===== src/rtl/seg7_scan_ctrl.sv =====
// ---------------------------------------------------------------------------
// seg7_scan_ctrl
// Eight-digit time-multiplexed seven-segment driver. The 500 Hz scan clock is
// treated as data: its rising edge (seen in the clk_100M domain) advances the
// scan by one digit. A staged value is swapped into the displayed value only
// when the scan wraps from digit 7 to digit 0, so each frame is consistent.
//
// Ports:
//   clk_100M    system clock, all registers on its rising edge
//   rst         synchronous active-high reset
//   clk_500     500 Hz scan square wave (already registered in clk_100M)
//   data_in     32-bit value, digit i = data_in[4i+3:4i], digit 0 rightmost
//   dp_in       per-digit decimal point, bit i belongs to digit i
//   load        single-cycle strobe staging data_in/dp_in
//   blank_lz    leading-zero suppression enable (live level)
//   an          one-hot digit enables
//   seg         segments {g,f,e,d,c,b,a}
//   dp          decimal point segment
//   frame_done  one-cycle pulse after a frame-boundary swap
// ---------------------------------------------------------------------------
module seg7_scan_ctrl #(
    parameter bit SEG_ACTIVE_LOW = 1'b1,
    parameter bit AN_ACTIVE_LOW  = 1'b1
) (
    input  logic        clk_100M,
    input  logic        rst,
    input  logic        clk_500,
    input  logic [31:0] data_in,
    input  logic [7:0]  dp_in,
    input  logic        load,
    input  logic        blank_lz,
    output logic [7:0]  an,
    output logic [6:0]  seg,
    output logic        dp,
    output logic        frame_done
);

    localparam int unsigned NUM_DIGITS = 8;
    localparam int unsigned IDX_W      = 3;
    localparam int unsigned NIB_W      = 4;
    localparam int unsigned SEG_W      = 7;
    localparam int unsigned DATA_W     = NUM_DIGITS * NIB_W;

    // Glyphs are held in active-low form internally; this is "all off".
    localparam logic [SEG_W-1:0]      GLYPH_BLANK = 7'h7F;
    localparam logic [NUM_DIGITS-1:0] AN_OFF  = AN_ACTIVE_LOW ? 8'hFF : 8'h00;
    localparam logic [SEG_W-1:0]      SEG_OFF = SEG_ACTIVE_LOW ? 7'h7F : 7'h00;
    localparam logic                  DP_OFF  = SEG_ACTIVE_LOW;
    localparam logic [IDX_W-1:0]      IDX_LAST = IDX_W'(NUM_DIGITS - 1);

    // Displayed / staged payload: decimal points plus hex data.
    typedef struct packed {
        logic [NUM_DIGITS-1:0] dp;
        logic [DATA_W-1:0]     data;
    } frame_t;

    // Active-low hex glyph, lowercase b and d.
    function automatic logic [SEG_W-1:0] hex_glyph(input logic [NIB_W-1:0] nib);
        logic [SEG_W-1:0] g;
        case (nib)
            4'h0:    g = 7'b1000000;
            4'h1:    g = 7'b1111001;
            4'h2:    g = 7'b0100100;
            4'h3:    g = 7'b0110000;
            4'h4:    g = 7'b0011001;
            4'h5:    g = 7'b0010010;
            4'h6:    g = 7'b0000010;
            4'h7:    g = 7'b1111000;
            4'h8:    g = 7'b0000000;
            4'h9:    g = 7'b0010000;
            4'hA:    g = 7'b0001000;
            4'hB:    g = 7'b0000011;
            4'hC:    g = 7'b1000110;
            4'hD:    g = 7'b0100001;
            4'hE:    g = 7'b0000110;
            default: g = 7'b0001110;
        endcase
        return g;
    endfunction

    // State registers
    logic             clk_500_q;
    logic [IDX_W-1:0] idx;
    frame_t           shown;
    frame_t           pending;
    logic             pend_valid;

    // Next-state values
    logic             clk_500_q_nxt;
    logic [IDX_W-1:0] idx_nxt;
    frame_t           shown_nxt;
    frame_t           pending_nxt;
    logic             pend_valid_nxt;
    logic [NUM_DIGITS-1:0] an_nxt;
    logic [SEG_W-1:0]      seg_nxt;
    logic                  dp_nxt;
    logic                  frame_done_nxt;

    // Combinational helpers
    logic                  tick_c;
    logic                  wrap_c;
    logic                  zero_above_c;
    logic [NUM_DIGITS-1:0] lz_blank_c;
    logic [NIB_W-1:0]      nib_c;
    logic [SEG_W-1:0]      glyph_c;
    logic [NUM_DIGITS-1:0] onehot_c;

    // Register stage
    always_ff @(posedge clk_100M) begin
        if (rst) begin
            clk_500_q  <= 1'b0;
            idx        <= IDX_LAST;
            shown      <= '0;
            pending    <= '0;
            pend_valid <= 1'b0;
            an         <= AN_OFF;
            seg        <= SEG_OFF;
            dp         <= DP_OFF;
            frame_done <= 1'b0;
        end else begin
            clk_500_q  <= clk_500_q_nxt;
            idx        <= idx_nxt;
            shown      <= shown_nxt;
            pending    <= pending_nxt;
            pend_valid <= pend_valid_nxt;
            an         <= an_nxt;
            seg        <= seg_nxt;
            dp         <= dp_nxt;
            frame_done <= frame_done_nxt;
        end
    end

    // Scan advance, frame-boundary swap and staging
    always_comb begin
        clk_500_q_nxt  = clk_500;
        idx_nxt        = idx;
        shown_nxt      = shown;
        pending_nxt    = pending;
        pend_valid_nxt = pend_valid;
        frame_done_nxt = 1'b0;

        tick_c = clk_500 & ~clk_500_q;
        wrap_c = tick_c & (idx == IDX_LAST);

        if (tick_c) begin
            idx_nxt = idx + IDX_W'(1);
        end

        // Swap consumes the pending value held before this edge.
        if (wrap_c && pend_valid) begin
            shown_nxt      = pending;
            pend_valid_nxt = 1'b0;
            frame_done_nxt = 1'b1;
        end

        // A load in the wrap cycle re-arms the stage (set wins over clear).
        if (load) begin
            pending_nxt.data = data_in;
            pending_nxt.dp   = dp_in;
            pend_valid_nxt   = 1'b1;
        end
    end

    // Output encode from the next-state digit and frame; held between ticks
    always_comb begin
        an_nxt  = an;
        seg_nxt = seg;
        dp_nxt  = dp;

        // Digit i is a leading zero when nibbles 7..i are all zero; digit 0 never is.
        zero_above_c = 1'b1;
        lz_blank_c   = '0;
        for (int i = NUM_DIGITS - 1; i >= 1; i--) begin
            zero_above_c  = zero_above_c & (shown_nxt.data[i*NIB_W +: NIB_W] == NIB_W'(0));
            lz_blank_c[i] = zero_above_c;
        end

        nib_c    = shown_nxt.data[{idx_nxt, 2'b00} +: NIB_W];
        glyph_c  = (blank_lz && lz_blank_c[idx_nxt]) ? GLYPH_BLANK : hex_glyph(nib_c);
        onehot_c = NUM_DIGITS'(1) << idx_nxt;

        if (tick_c) begin
            an_nxt  = AN_ACTIVE_LOW ? ~onehot_c : onehot_c;
            seg_nxt = SEG_ACTIVE_LOW ? glyph_c : ~glyph_c;
            // Blanked digits still carry their decimal point.
            dp_nxt  = SEG_ACTIVE_LOW ? ~shown_nxt.dp[idx_nxt] : shown_nxt.dp[idx_nxt];
        end
    end

endmodule


===== config.mk =====
export PLATFORM = sky130hd
export DESIGN_NAME = seg7_scan_ctrl
export DESIGN_NICKNAME = d
export VERILOG_FILES = /design/src/rtl/seg7_scan_ctrl.sv
export SDC_FILE = /design/constraint.sdc
export NUM_CORES = 1
export LEC_CHECK = 0
export CAP_MARGIN = 40
export CORE_MARGIN = 2
export CORE_UTILIZATION = 55
export DETAILED_ROUTE_END_ITERATION = 12
export GPL_TIMING_DRIVEN = 1
export PLACE_DENSITY = 0.85
export SLEW_MARGIN = 25
export SYNTH_ARGS = -nofsm -noshare
export SYNTH_HDL_FRONTEND = slang
export SYNTH_SLANG_ARGS = --single-unit

===== constraint.sdc =====
create_clock -name clk_100M -period 8.3 [get_ports clk_100M]
set_input_delay 1.66 -clock clk_100M [delete_from_list [all_inputs] [get_ports clk_100M]]
set_output_delay 1.66 -clock clk_100M [all_outputs]
set_load 0.1 [all_outputs]

==> flow_summary.toml, run 1 <==
[synthesis]
ys_ff_latch = 102
synth.distinct_cells = 58
synth_nets = 524
yosysTopAreaCell = "dfxtp_1"
synth_edf_count = 0
async_flop_share = 0
synth.avg_cell_area_um2 = 9.590
syn_inst = 471
netlist_area_mm2 = 0.004517
yosysTopAreaCellShare = 0.4521
ys_top_cells_by_area = "dfxtp_1 (45%), mux2i_1 (17%), nor2_1 (7.6%), nand2_1 (2.5%), ha_1 (2.2%)"
yosys_warnings = 0
ys_seq_area_frac = 0.4521
synthFlopType = "dfxtp_1"

[sta]
hold_ws_ns = 0.4650
hold_viol_final = 0
slew_violations = 0
skew_ns = 0.007268
fin_crit_sh = 0.5841
clock.fmax_ghz = 0.2063
fin_crit_ns = 4.848
tightest_slew_ns = 0.7092
slew_headroom = 0.5244
fin_tns_setup_ns = 0
finalSetupViolCount = 0
grt_setup_unrepaired = "no"

[setup_path]
cp.required_ns = 8.60
crit_path_start_kind = "primary input"
worstSetupPathType = "primary input to flip-flop"
cp_max_fo = 46
startpoint = "clk_500"
end_kind = "flip-flop"
worstPathArrival_ns = 5.15
rr_startpoint = "idx[0]"

[cells_and_area]
final_cell_count_no_fill = 647
final_cell_mix = "dfxtp_1 (102), nor2_1 (91), mux2i_1 (77)"
fillCellCount = 639
fin_nets = 593
seq_area_mm2 = 0.002042
multi_input_area_mm2 = 0.002300
final_util = 0.6934
final_common_cell = "dfxtp_1"
design_area_mm2 = 0.005612
drive_above_1_share = 0.09963
diodes = 0
areaGrowthSynthToFinish_pct = 24.24

[floorplanning]
ioPinCount = 62
start_util = 0.5581
core_mm2 = 0.008093
die_x_um = 94.62
row_count = 33
design.die.area_mm2 = 0.008953
fp.dieH_um = 94.62

[power_and_ir_drop]
ir_worst_vdd_mv = 0.1272
p_clk_frac = 0.255
pwr-share-seq = 0.446
comb_power_share = 0.299
leakagePower_nw = 2.520
power_density_mw_per_mm2 = 213.7
p_sw_frac = 0.3303
p_int_mw = 0.8030
p_switching_mw = 0.3960

[worst_hold_path]
min_from = "shown[1]"
min_path_type = "flip-flop to flip-flop"

[grt]
grt_antenna_before_repair = 0
grt_max_degree = 69
grt_pass1_wl_um = 17380
grt_pass1_vias = 3690
grt-ovfl-total = 0
grtUsageTotal = 0.2485

[clock_tree]
clk_latency_ns = 0.37
ctsResizeCount = 0
cts.path.max_buffers = 2
h-tree-depth = 3
cts_hold_buf = 0
numCtsBuffers = 9
post_cts_buffers = 0
path_clk_slew_ns = 0.09
cts_root_buffer = "clkbuf_8"
cts_sinks = 102
cts_tree = "yes"

[run]
max-cap-violations = 0

[detailed_routing]
dr.pass1.iters = 5
drtAntennaViolNets = 0
drt_wl_total_um = 10320
drt_iter0_drc = 213
post_drt_via_cell_ratio = 5.726
detail_route.wl_per_cell_um = 15.95
vias = 3705
drc = 0

[run_status]
status = "complete, no violations"

[placement]
place_inst = 632
gp_congestion = 0.9369
place_area_mm2 = 0.005418
io_buffers = 61
detailedPlacementHpwl_um = 7392
[sequential cells by signal, indices dropped and copies added, names as in the netlist]
name        count
frame_done      1
clk_500_q       1
an              8
pending        40
seg             7
dp              1
pend_valid      1
shown          40
idx             3
[area by class of cell]
class | instances | share of cell area
clock buffers | 10 | 0.02453
repair buffers | 85 | 0.1641
inverters | 9 | 0.006020
multi-input cells | 333 | 0.4098
flip-flops and latches | 102 | 0.3639
well taps | 105 | 0.02341
clock inverters | 3 | 0.008250
[power groups by stage]
stage,Combinational [mW],Sequential (mW),Clock [mW]
final,0.358,0.534,0.306
after global routing,0.385,0.538,0.329
after CTS,0.354,0.534,0.310
after detailed placement,0.352,0.545,0
after global placement,0.310,0.544,0
after floorplan,0.179,0.603,0
[Yosys cell counts (4+ instances only)]
cell        n
a21oi_1    12
a22o_1      4
a22oi_1     9
a31oi_1     6
buf_2       5
clkbuf_1   15
dfxtp_1   102
ha_1        8
inv_1       9
mux2i_1    77
nand2_1    30
nand2b_1   12
nand3_1    13
nor2_1     91
nor4_1      6
o21ai_0     5
o22ai_1     6
[kinds of logic after synthesis]
logic type | synth area share
AOI/OAI and AO/OA | 0.1105
xor gates and xnor gates | 0.006095
adders and majority gates | 0.02216
buffers and inverters | 0.03878
DFF | 0.4521
muxes | 0.1942
and+or+nand+nor | 0.1762
[routing by layer]
| layer | wire [um] | up-vias | global-route usage |
|---|---|---|---|
| li1 | - | 1805 | - |
| met1 | 4436 | 1772 | 0.3083 |
| met2 | 5103 | 103 | 0.4214 |
| met3 | 526 | 25 | 0.04948 |
| met4 | 252 | 0 | 0.1039 |
| met5 | 0 | - | 0 |
[metrics by stage]
| stage | power, mW | setup slack (ns) |
|---|---|---|
| 5_1_grt | 1.252 | 3.213 |
| 6_report | 1.199 | 3.452 |
| 4_1_cts | 1.198 | 3.534 |
| 2_1_floorplan | 0.7816 | 4.246 |
| 3_3_place_gp | 0.8543 | 3.175 |
| 3_5_place_dp | 0.8967 | 3.127 |
[final timing paths]
path	end	cells after the start	slack, ns
hold reg to reg	shown[1]	2	0.47
hold / removal	shown[1]	2	0.47
setup / recovery	seg[3]	11	3.45
setup reg to reg	seg[3]	12	4.36
[critical path, stage by stage]
cell and delay [ns]:
clkdlybuf4s50_1 0.54, nand4b_1 0.15, buf_4 0.56, mux2i_1 0.24, a22oi_1 0.25, a21oi_1 0.11
a31oi_1 0.44, inv_1 0.21, ha_1 0.35, mux4_2 0.45, a21oi_1 0.15
(Power assumes the default switching activity.)
==> run 2, diff against run 1 <==
clock period = 4.8 ns   (was 8.3 ns; I/O delays follow)
==> run 2 against run 1 <==
Effect of this change: power is 73% higher; combinational power rose by 76%; flip-flop and latch count stayed put; sequential power is 73% higher; final area is 0.62% higher; critical endpoint unchanged; non-clock buffer count grew 2.
==> flow_summary.toml, run 2 (same netlist as run 1, synthesis figures left out) <==
[floorplanning]
die_x_um = 94.62
core_mm2 = 0.008093
ioPinCount = 62
row_count = 33
fp.dieH_um = 94.62
start_util = 0.5581
design.die.area_mm2 = 0.008953

[setup_path]
worstPathArrival_ns = 4.28
rr_startpoint = "idx[0]"
worstSetupPathType = "primary input to flip-flop"
crit_path_start_kind = "primary input"
end_kind = "flip-flop"
crit_top_cell = "mux4_2"
critPathTopFamily = "multiplexers"
max_stage_delay_ns = 0.55
cp_max_fo = 11
cp.required_ns = 5.11
cp_slowest_cell = "mux2i_1"
crit_path_cell_trace = "clkdlybuf4s50_1 -> nand2b_1 -> mux2i_1 -> mux4_2 -> nand2_1 -> a31oi_2 -> inv_1 -> ha_1 -> mux4_2 -> a21oi_1"
startpoint = "clk_500"
path_buf_inv = 2

[worst_hold_path]
min_from = "shown[0]"
min_path_type = "flip-flop to flip-flop"

[clock_tree]
cts_sinks = 102
cts.path.max_buffers = 2
h-tree-depth = 3
post_cts_buffers = 0
cts_hold_buf = 0
ctsResizeCount = 0
clk_latency_ns = 0.37
cts_tree = "yes"
numCtsBuffers = 9
cts_root_buffer = "clkbuf_8"
path_clk_slew_ns = 0.10

[run]
max-cap-violations = 0

[sta]
clock.fmax_ghz = 0.2515
skew_ns = 0.01091
fin_crit_sh = 0.8283
fin_tns_setup_ns = 0
hold_viol_final = 0
tightest_slew_ns = 0.6971
finalSetupViolCount = 0
slew_headroom = 0.5310
grt_setup_unrepaired = "no"
slew_violations = 0
hold_ws_ns = 0.4877
fin_crit_ns = 3.976

[cells_and_area]
drive_above_1_share = 0.1060
multi_input_area_mm2 = 0.002300
seq_area_mm2 = 0.002042
final_cell_mix = "dfxtp_1 (102), nor2_1 (91), mux2i_1 (77)"
reg_top3 = "pending x40, shown x40, an x8"
diodes = 0
fillCellCount = 632
fin_nets = 595
areaGrowthSynthToFinish_pct = 25.01
final_common_cell = "dfxtp_1"

[run_status]
status = "complete, no violations"

[detailed_routing]
drt_wl_total_um = 10220
met2_length_um = 4962
dr_wl_met3_um = 537
vias = 3770
detail_route.wl_per_cell_um = 15.67
maxUsedRoutingLayer = "met4"
drt_iter0_drc = 284
drc = 0
dr.pass1.iters = 5
drtAntennaViolNets = 0
wl_met1_um = 4363
post_drt_via_cell_ratio = 5.782

[power_and_ir_drop]
p_sw_frac = 0.3337
pwr-share-seq = 0.445
finalPower_mw = 2.074
p_switching_mw = 0.6922
power_density_mw_per_mm2 = 367.4
leakagePower_nw = 2.537
p_clk_frac = 0.251
ir_worst_vdd_mv = 0.2088
comb_power_share = 0.304
p_int_mw = 1.382

[placement]
gp_congestion = 0.9226
io_buffers = 61
detailedPlacementHpwl_um = 7413

[grt]
grt_pass1_vias = 3573
grt_max_degree = 97
grt_antenna_before_repair = 0
grt_pass1_wl_um = 16880
grt-ovfl-total = 0
grtUsageTotal = 0.2409
==> run 2: power groups by stage <==
stage               combinational [mW]  sequential (mW)  clock, mW
floorplan                        0.309             1.04          0
global placement                 0.552            0.941          0
detailed placement               0.618            0.943          0
CTS                              0.621            0.923      0.526
global route                     0.673            0.929      0.564
finish                           0.630            0.924      0.521
==> run 2: cell type report <==
type,instances,share of cell area
Multi-Input combinational cell,333,0.4073
Clock buffer,13,0.02991
Tap cell,105,0.02327
Clock inverter,3,0.004432
Sequential cell,102,0.3616
Inverter,9,0.005983
Timing Repair Buffer,87,0.1675
==> run 2: worst paths after layout <==
check,slack (ns),cells after the start,to
max,0.82,10,seg[3]
min,0.49,2,shown[0]
min reg2reg,0.49,2,shown[0]
max reg2reg,1.22,12,seg[3]
==> run 2: stage by stage <==
step,setup slack (ns),cells,util,area [um^2]
after floorplan,1.446,471,-,4517
after detailed placement,0.5064,635,0.6704,5425
after global placement,0.6126,618,0.6385,5167
final,0.8244,652,0.6977,5647
after CTS,0.8885,651,0.6943,5619
after global routing,0.6512,652,0.6977,5647
==> run 2: tightest hold or removal path, delay by kind of cell (launching register included) <==
family,cells,cell delay [ns]
AOI/OAI and AO/OA,1,0.07
DFF,1,0.31
and+or+nand+nor,1,0.07
==> run 2: layer usage <==
layer	global-route usage	vias to the layer above
met3	0.04469	37
met1	0.2986	1776
met5	0	-
met2	0.4078	146
li1	-	1811
met4	0.1075	0
==> run 3, diff against run 2 <==
clock period = 4 ns   (was 4.8 ns; I/O delays follow)
==> run 3 against run 2 <==
Effect of this change: register-to-register slack got worse by 0.76 ns; clock-buffer cell count is 4 lower; largest power group unchanged; sequential power grew 20%; worst setup slack got worse by 0.36 ns; clock power up 29%; final area is 0.60% higher.
==> flow_summary.toml, run 3 (same netlist as run 1, synthesis figures left out) <==
[cells_and_area]
drive_above_1_share = 0.1143
areaGrowthSynthToFinish_pct = 25.76
seq_area_mm2 = 0.002042
multi_input_area_mm2 = 0.002300
final_common_cell = "dfxtp_1"
fillCellCount = 634
design_area_mm2 = 0.005680
diodes = 0
reg_top3 = "pending x40, shown x40, an x8"
final_util = 0.7019
final_cell_mix = "dfxtp_1 (102), nor2_1 (91), mux2i_1 (77)"
fin_nets = 599

[sta]
slew_headroom = 0.4981
grt_setup_unrepaired = "no"
hold_viol_final = 0
skew_ns = 0.01610
finalSetupViolCount = 0
clock.fmax_ghz = 0.2827
tightest_slew_ns = 0.7529
fin_crit_sh = 0.8842
fin_crit_ns = 3.537
slew_violations = 0
worst_slack_ns = 0.4630
fin_tns_setup_ns = 0

[setup_path]
max_stage_delay_ns = 0.64
endpoint = "seg[3]"
reg2reg_slack_ns = 0.46
crit_path_cell_trace = "ha_1 -> ha_1 -> nand4b_1 -> buf_12 -> mux2i_1 -> nor3b_1 -> a2111oi_4 -> a31oi_2 -> inv_1 -> ha_1 -> inv_1 -> mux4_2 -> a21oi_1"
crit_path_start_kind = "flip-flop"
startpoint = "idx[0]"
cp_max_fo = 32
r2r-end = "seg[3]"
worstSetupPathType = "flip-flop to flip-flop"
rr_startpoint = "idx[0]"
r2r_cells = 13
worstPathArrival_ns = 3.85
end_kind = "flip-flop"
crit_top_cell = "ha_1"
cp.required_ns = 4.31
cp_slowest_cell = "dfxtp_1"

[grt]
grt_max_degree = 55
grt_pass1_vias = 3701
grtUsageTotal = 0.2453
grt_antenna_before_repair = 0
grt-ovfl-total = 0
grt_pass1_wl_um = 17260

[detailed_routing]
drt_iter0_drc = 226
post_drt_via_cell_ratio = 5.659
drc = 0
detail_route.wl_per_cell_um = 15.65
dr.pass1.iters = 5
drtAntennaViolNets = 0
vias = 3712
drt_wl_total_um = 10260

[floorplanning]
die_x_um = 94.62
ioPinCount = 62
core_mm2 = 0.008093
start_util = 0.5581
row_count = 33
design.die.area_mm2 = 0.008953
fp.dieH_um = 94.62

[run]
max-cap-violations = 0

[power_and_ir_drop]
ir_worst_vdd_mv = 0.2798
leakagePower_nw = 2.556
finalPower_mw = 2.532
power_density_mw_per_mm2 = 445.8

[placement]
preCtsSetupSlack_ns = 0.1486
io_buffers = 61
place_area_mm2 = 0.005468
gp_congestion = 1.042
detailedPlacementHpwl_um = 7505

[clock_tree]
cts_sinks = 102
path_clk_slew_ns = 0.11
cts_hold_buf = 0
clk_latency_ns = 0.38
cts_root_buffer = "clkbuf_8"
cts.path.max_buffers = 2
ctsResizeCount = 0
numCtsBuffers = 9
h-tree-depth = 3
post_cts_buffers = 0
cts_tree = "yes"

[worst_hold_path]
min_path_type = "flip-flop to flip-flop"

[run_status]
status = "complete, no violations"
[run 3: metal layers]
layer  vias to the layer above  wire (um)  track usage
met5                         -          0            0
met4                         0        276       0.1075
met3                        23        475      0.05347
met2                       120       4999       0.4060
met1                      1748       4513       0.3078
li1                       1821          -            -
[run 3: final cells by class]
type | instances | share of cell area
multi-input cells | 333 | 0.4048
inverters | 9 | 0.005947
clock inverters | 7 | 0.01476
clock buffers | 9 | 0.02181
repair buffers | 91 | 0.1700
well taps | 105 | 0.02313
flip-flops and latches | 102 | 0.3595
[run 3: power by group]
part | switching [mW] | internal (mW)
sequential | 0.0386 | 1.07
combinational | 0.441 | 0.314
clock | 0.374 | 0.296
[run 3: per-stage QoR]
| step | std cells | hold slack (ns) |
|---|---|---|
| 2_1_floorplan | 471 | 0.4332 |
| 6_report | 656 | 0.4616 |
| 3_5_place_dp | 639 | 0.4486 |
| 4_1_cts | 655 | 0.4620 |
| 3_3_place_gp | 622 | 0.4426 |
| 5_1_grt | 656 | 0.5008 |
[run 3: worst min path at each step]
stage                     slack (ns)  cells after the start       end     start
final                           0.46                      2  shown[1]  shown[1]
after global routing            0.50                      2  shown[1]  shown[1]
after CTS                       0.46                      2  shown[1]  shown[1]
after detailed placement        0.45                      2  shown[1]  shown[1]
after global placement          0.44                      2  shown[1]  shown[1]
after floorplan                 0.43                      2  shown[1]  shown[1]
[run 3: worst max-delay path, delay by kind of cell, from the launching register on]
kind	cells	cell delay, ns
multiplexers	2	0.82
adder cells (fa/ha/maj)	3	0.69
flip-flops	1	0.64
AO/OA/AOI/OAI	3	0.56
buffers and inverters	3	0.45
AND/OR/NAND/NOR	2	0.30
